`config.mk`:
```
export PLATFORM = sky130hd
export DESIGN_NAME = counter_ud_prescaled
export DESIGN_NICKNAME = d
export VERILOG_FILES = /design/src/rtl/counter_ud_prescaled.sv
export SDC_FILE = /design/constraint.sdc
export NUM_CORES = 1
export LEC_CHECK = 0
export ABC_AREA = 1
export BUFFER_PORTS_ARGS = -buffer_cell sky130_fd_sc_hd__buf_2
export CAP_MARGIN = 20
export CORE_MARGIN = 2
export CORE_UTILIZATION = 34
export CTS_BUF_LIST = sky130_fd_sc_hd__clkbuf_8
export CTS_CLUSTER_DIAMETER = 60
export DETAILED_ROUTE_END_ITERATION = 16
export PLACE_DENSITY_LB_ADDON = 0.15
export SLEW_MARGIN = 20
export SYNTH_ARGS = -nofsm -noshare
export SYNTH_HDL_FRONTEND = slang
export SYNTH_SLANG_ARGS = --single-unit
```
`constraint.sdc`:
```
create_clock -name clk -period 2.02 [get_ports clk]
set_input_delay 0.404 -clock clk [delete_from_list [all_inputs] [get_ports clk]]
set_output_delay 0.404 -clock clk [all_outputs]
set_load 0.02 [all_outputs]
```
`src/rtl/counter_ud_prescaled.sv`:
```
// Up/down LED counter with a decade-selectable prescaler, synchronous load
// and wrap / saturate / ping-pong count modes. Drives LED, its bit-reversed
// copy Dao, and a one-cycle terminal-count pulse tc.
module counter_ud_prescaled #(
  parameter int WIDTH    = 8,
  parameter int SEL_W    = 3,
  parameter int DIV_BASE = 10,
  parameter int PRE_W    = 27
) (
  input  logic             clk,
  input  logic             reset,
  input  logic             En,
  input  logic [SEL_W-1:0] SW,
  input  logic             UD,
  input  logic [1:0]       MODE,
  input  logic             LD,
  input  logic [WIDTH-1:0] LD_VAL,
  output logic [WIDTH-1:0] LED,
  output logic [WIDTH-1:0] Dao,
  output logic             tc,
  output logic             dir
);

  localparam int NSPD = 2**SEL_W;

  typedef enum logic [1:0] {
    M_WRAP = 2'b00,
    M_SAT  = 2'b01,
    M_PP   = 2'b10,
    M_WRP2 = 2'b11
  } mode_e;

  // Period-minus-one per speed select, flattened: slot s holds DIV_BASE^(NSPD-1-s) - 1.
  function automatic logic [NSPD*PRE_W-1:0] mk_tab();
    logic [NSPD*PRE_W-1:0] t;
    longint                p;
    t = '0;
    for (int s = 0; s < NSPD; s++) begin
      p = 1;
      for (int k = 0; k < NSPD-1-s; k++) p = p * DIV_BASE;
      t[s*PRE_W +: PRE_W] = PRE_W'(p - 1);
    end
    return t;
  endfunction

  localparam logic [NSPD*PRE_W-1:0] PTAB = mk_tab();

  logic [WIDTH-1:0] led;
  logic [PRE_W-1:0] pre_cnt;
  logic [SEL_W-1:0] sw_q;
  logic             pp_dir;
  logic             tc_q;

  logic [PRE_W-1:0] pm1;
  logic             sw_chg;
  logic [WIDTH-1:0] nxt_led;
  logic             nxt_tc;
  logic             nxt_dir;
  mode_e            mode;

  // sw_q equals SW whenever a step can happen, so the registered copy selects the period
  assign pm1    = PTAB[int'(sw_q)*PRE_W +: PRE_W];
  assign sw_chg = (SW != sw_q);
  assign mode   = mode_e'(MODE);

  // Post-step value, terminal-count flag and bounce direction for the current mode
  always_comb begin
    nxt_led = led;
    nxt_tc  = 1'b0;
    nxt_dir = pp_dir;
    unique case (mode)
      M_SAT: begin
        if (!UD) begin
          if (led == '1) nxt_tc = 1'b1;
          else           nxt_led = led + WIDTH'(1);
        end else begin
          if (led == '0) nxt_tc = 1'b1;
          else           nxt_led = led - WIDTH'(1);
        end
      end
      M_PP: begin
        if (!pp_dir) begin
          if (led == '1) begin
            nxt_led = led - WIDTH'(1);
            nxt_dir = 1'b1;
            nxt_tc  = 1'b1;
          end else nxt_led = led + WIDTH'(1);
        end else begin
          if (led == '0) begin
            nxt_led = WIDTH'(1);
            nxt_dir = 1'b0;
            nxt_tc  = 1'b1;
          end else nxt_led = led - WIDTH'(1);
        end
      end
      default: begin
        if (!UD) begin
          nxt_led = led + WIDTH'(1);
          nxt_tc  = (led == '1);
        end else begin
          nxt_led = led - WIDTH'(1);
          nxt_tc  = (led == '0);
        end
      end
    endcase
  end

  // Counter state: reset > load > speed-change restart > prescaled step > hold
  always_ff @(posedge clk) begin
    sw_q <= SW;
    if (reset) begin
      led     <= '0;
      pre_cnt <= '0;
      pp_dir  <= 1'b0;
      tc_q    <= 1'b0;
    end else begin
      tc_q <= 1'b0;
      if (LD) begin
        led     <= LD_VAL;
        pre_cnt <= '0;
      end else if (sw_chg) begin
        pre_cnt <= '0;
      end else if (En) begin
        if (pre_cnt == pm1) begin
          pre_cnt <= '0;
          led     <= nxt_led;
          tc_q    <= nxt_tc;
          pp_dir  <= nxt_dir;
        end else begin
          pre_cnt <= pre_cnt + PRE_W'(1);
        end
      end
    end
  end

  // Bit-reversed LED bank is pure rewiring
  for (genvar i = 0; i < WIDTH; i++) begin : g_rev
    assign Dao[i] = led[WIDTH-1-i];
  end

  assign LED = led;
  assign tc  = tc_q;
  assign dir = (mode == M_PP) ? pp_dir : UD;

endmodule

```
==> summary.txt <==
Worst setup path
  • CP Class: flop to flop
  • Crit path arrival time: 2.22 ns
  • CP peak stage delay: 0.35 ns
  • Crit. Startpoint: sw_q[0]
  • Slowest cell on the critical path: dfxtp_2
  • R2R Setup Slk: -0.02 ns
  • CP cell instances: inv_2, buf_6, ha_4, inv_2, nand2_2, nand2_2, buf_4, nand2_1, nor2_1, nand2_1, nor2_1, nand2_1, nor2_2, nand2_2, nand2_4, clkbuf_16, nor3_1
  • CP max FO: 5
  • R2r startpoint: sw_q[0]
  • Worst setup EP type: flop
  • CP Launch Type: flop
  • Critical path required time: 2.21 ns

Logic synthesis
  • Synthesized Nets: 574
  • Mapped cell area: 0.00329 sq mm
  • Asr flop ratio synth: 0%
  • Synth Area in Compound Gates: 6.54%
  • Number of flops mapped to enable cells by yosys: 0
  • Syn Inst Count: 546
  • Adder-cell share of the synthesized area: 3.80%
  • Multiplexer area fraction after synthesis: 0%
  • Warnings, synthesis: 0
  • Register area share after synthesis: 24.3%
  • Primary FF master, synth: dfxtp_1
  • Yosys cell types: 36
  • Post-Synth Simple-Gate Area: 47.2%
  • Yosys reg bits: 40
  • Largest family of logic cells by synthesized area: simple AND/OR/NAND/NOR gates
  • Syn_area_per_cell: 6.03 sq um
  • Synth Area in XOR/XNOR: 6.12%

Placed design
  • Routability cong.: 0.909
  • HPWL after detailed placement: 8450 microns
  • I/O Buffers: 35
  • Setup WS pre-CTS: -0.171 ns

Run
  • Max-Cap Viols: 0

Clocking
  • Max Root-Sink Buffers: 2
  • CTS HTree Levels: 2
  • Clock root cell: clkbuf_8
  • CTS tree: done
  • Inserted Clock Buffers: 5
  • Hold buffers post-CTS: 0
  • Sink Count: 40
  • Worst-path clk slew: 0.09 ns
  • Latest clock arrival within the worst-skew pair: 0.30 ns

GRT
  • Vias in the first global route: 3510
  • Largest net degree at the start of global routing: 22
  • Initial antenna violation count: 0
  • First-pass GRT wire length: 17400 microns
  • GRT Total Usage: 21.4%
  • Total gr overflow: 0

STA
  • Max Freq: 491 MHz
  • Endpoints failing hold: 0
  • Max Slew Vio Count: 0
  • Final Cycle Share: 101%
  • Clk_skew: 0.00667 ns
  • Final setup margin: -0.0152 ns
  • RSZ-0062 raised after global routing: yes
  • Minimum clock period: 2.04 ns
  • Tightest Pin Transition: 0.438 ns
  • Slew headroom: 70.6%
  • Final setup viols: 6

Pwr
  • Sequential share of power: 42.7%
  • Comb power frac: 26.2%
  • PwrDens: 447 mW/mm^2
  • Clock power share: 31.0%
  • Net switching power: 0.000647 W
  • Cell Int Power: 0.00129 W
  • Sw frac: 33.4%
  • Maximum vdd drop: 0.255 mV
  • Lkg Pwr: 1.96 nW
  • Post-route total power: 0.00194 W

Die
  • Num ports: 36
  • Initial Utilization: 35.3%
  • Core Region: 0.00933 sq mm
  • Die Y-Extent: 102 microns
  • Die ar.: 0.0105 sq mm
  • Die W: 102 microns
  • Std cell rows: 35

Finish
  • # nets final: 657
  • Fin util: 46.5%
  • Synth-to-layout area growth: 31.7%
  • Antenna Cells: 0
  • Share of cells above drive strength 1: 27.0%

Worst hold path
  • Hold WC Path Type: primary input to flop
  • Hold_sp: SW[2]

Route
  • 1st-pass router iterations: 5
  • Routed WL: 10800 microns
  • Via count: 3708
  • Via-per-instance ratio: 4.89
  • DRC: 0
  • Wirelength per Cell: 14.3 microns
  • Drt initial violations: 177
  • Routed Antenna Nets: 0

Outcome
  • Failing checks: setup timing
  • Status: finished with violations
==> worst max-delay path, delay by kind of cell, from the launching register on <==
| kind | cells | cell delay [ns] |
|---|---|---|
| buf+inv | 5 | 0.51 |
| flops | 1 | 0.35 |
| simple gates | 11 | 0.91 |
| fa+ha+maj | 1 | 0.16 |
==> per-layer routing <==
| layer | vias up | global-route usage (%) | share of wire [%] |
|---|---|---|---|
| li1 | 1897 | - | - |
| met1 | 1692 | 27.0 | 44 |
| met2 | 101 | 38.5 | 50 |
| met3 | 18 | 3.01 | 4.0 |
| met4 | 0 | 5.03 | 1.9 |
| met5 | - | 0 | 0 |
==> sequential cells by signal, summed over array words and instances, names as in the netlist <==
signal / count
sw_q: 3
pre_cnt: 27
pp_dir: 1
tc: 1
LED: 8
==> synthesized netlist by cell type (all sizes together), types with 2 or more instances <==
| master | number | area share (%) |
|---|---|---|
| nor4 | 4 | 0.76 |
| nand4 | 14 | 3.1 |
| nor3 | 13 | 2.3 |
| nor2 | 97 | 12 |
| ha | 10 | 3.8 |
| a21oi | 10 | 1.5 |
| nand3b | 3 | 0.68 |
| o21bai | 2 | 0.46 |
| buf | 16 | 3.8 |
| clkbuf | 3 | 0.34 |
| o211ai | 4 | 0.91 |
| nand2 | 157 | 18 |
| nand3 | 52 | 8.2 |
| xnor2 | 5 | 1.3 |
| dfxtp | 40 | 24 |
| o21ai | 16 | 2.5 |
| a211oi | 3 | 0.68 |
| or2 | 2 | 0.38 |
| inv | 68 | 7.9 |
| xor2 | 18 | 4.8 |
| nor3b | 5 | 1.1 |
==> stage by stage <==
stage	instance area, sq um	instances	setup TNS, ns	hold slack [ns]
detailed placement	3890	743	-2.17	0.507
CTS	4090	752	0	0.230
finish	4330	759	-0.0451	0.234
floorplan	3290	546	0	0.432
global placement	3890	743	-1.29	0.508
global route	4330	759	-3.12	0.237
==> area by class of cell <==
class,count,area [sq um]
clock inverters,2,15.0
clock buffers,6,82.6
inverters,68,268
repair buffers,94,703
flip-flops and latches,40,808
multi-input cells,420,2290
well taps,129,161
fillers,991,4990
==> final timing paths <==
| check | end | depth (start not counted) |
|---|---|---|
| max | pre_cnt[2] | 17 |
| min reg2reg | pre_cnt[0] | 2 |
| max reg2reg | pre_cnt[2] | 17 |
| min | sw_q[2] | 1 |
==> logic make-up (layout without fill, tap and decap cells) <==
family                   after synthesis  after routing
AND/OR/NAND/NOR                      349            350
buffers and inverters                 87            170
flip-flops                            40             40
AO/OA/AOI/OAI                         37             37
XOR/XNOR                              23             23
adder cells (fa/ha/maj)               10             10
==> repair_timing <==
action	CTS	global route
gates resized for setup	26	45
endpoints found under the setup margin	30	32
pin swaps	12	16
setup buffers	1	5
gates cloned	1	3
==> power by group through the flow <==
stage | combinational [W] | sequential, W | clock, W
after detailed placement | 0.000445 | 0.000842 | 0
final | 0.000508 | 0.000827 | 0.000601
after floorplan | 0.000276 | 0.000858 | 0
after global placement | 0.000448 | 0.000842 | 0
after global routing | 0.000559 | 0.000829 | 0.000650
after CTS | 0.000468 | 0.000825 | 0.000616
==> cell usage in the layout, fill, tap and decap left out, types with 3 or more instances in the layout <==
| master | count |
|---|---|
| nand3b_1 | 3 |
| nand3_2 | 7 |
| inv_1 | 59 |
| ha_4 | 4 |
| o211ai_1 | 4 |
| nor3_1 | 11 |
| inv_2 | 7 |
| buf_2 | 35 |
| nor2_4 | 5 |
| nand2_4 | 4 |
| nand4_1 | 13 |
| buf_6 | 10 |
| xnor2_1 | 5 |
| nand2_2 | 13 |
| xor2_1 | 18 |
| o21ai_0 | 10 |
| dfxtp_1 | 34 |
| nand3_1 | 45 |
| a211oi_1 | 3 |
| nor3b_1 | 5 |
| clkbuf_8 | 6 |
| o21ai_1 | 5 |
| nand2_1 | 140 |
| ha_1 | 5 |
| nor2_2 | 9 |
| dfxtp_2 | 6 |
| nor4_1 | 3 |
| buf_4 | 46 |
| nor2_1 | 83 |
| a21oi_1 | 8 |
(Power assumes the default switching activity.)
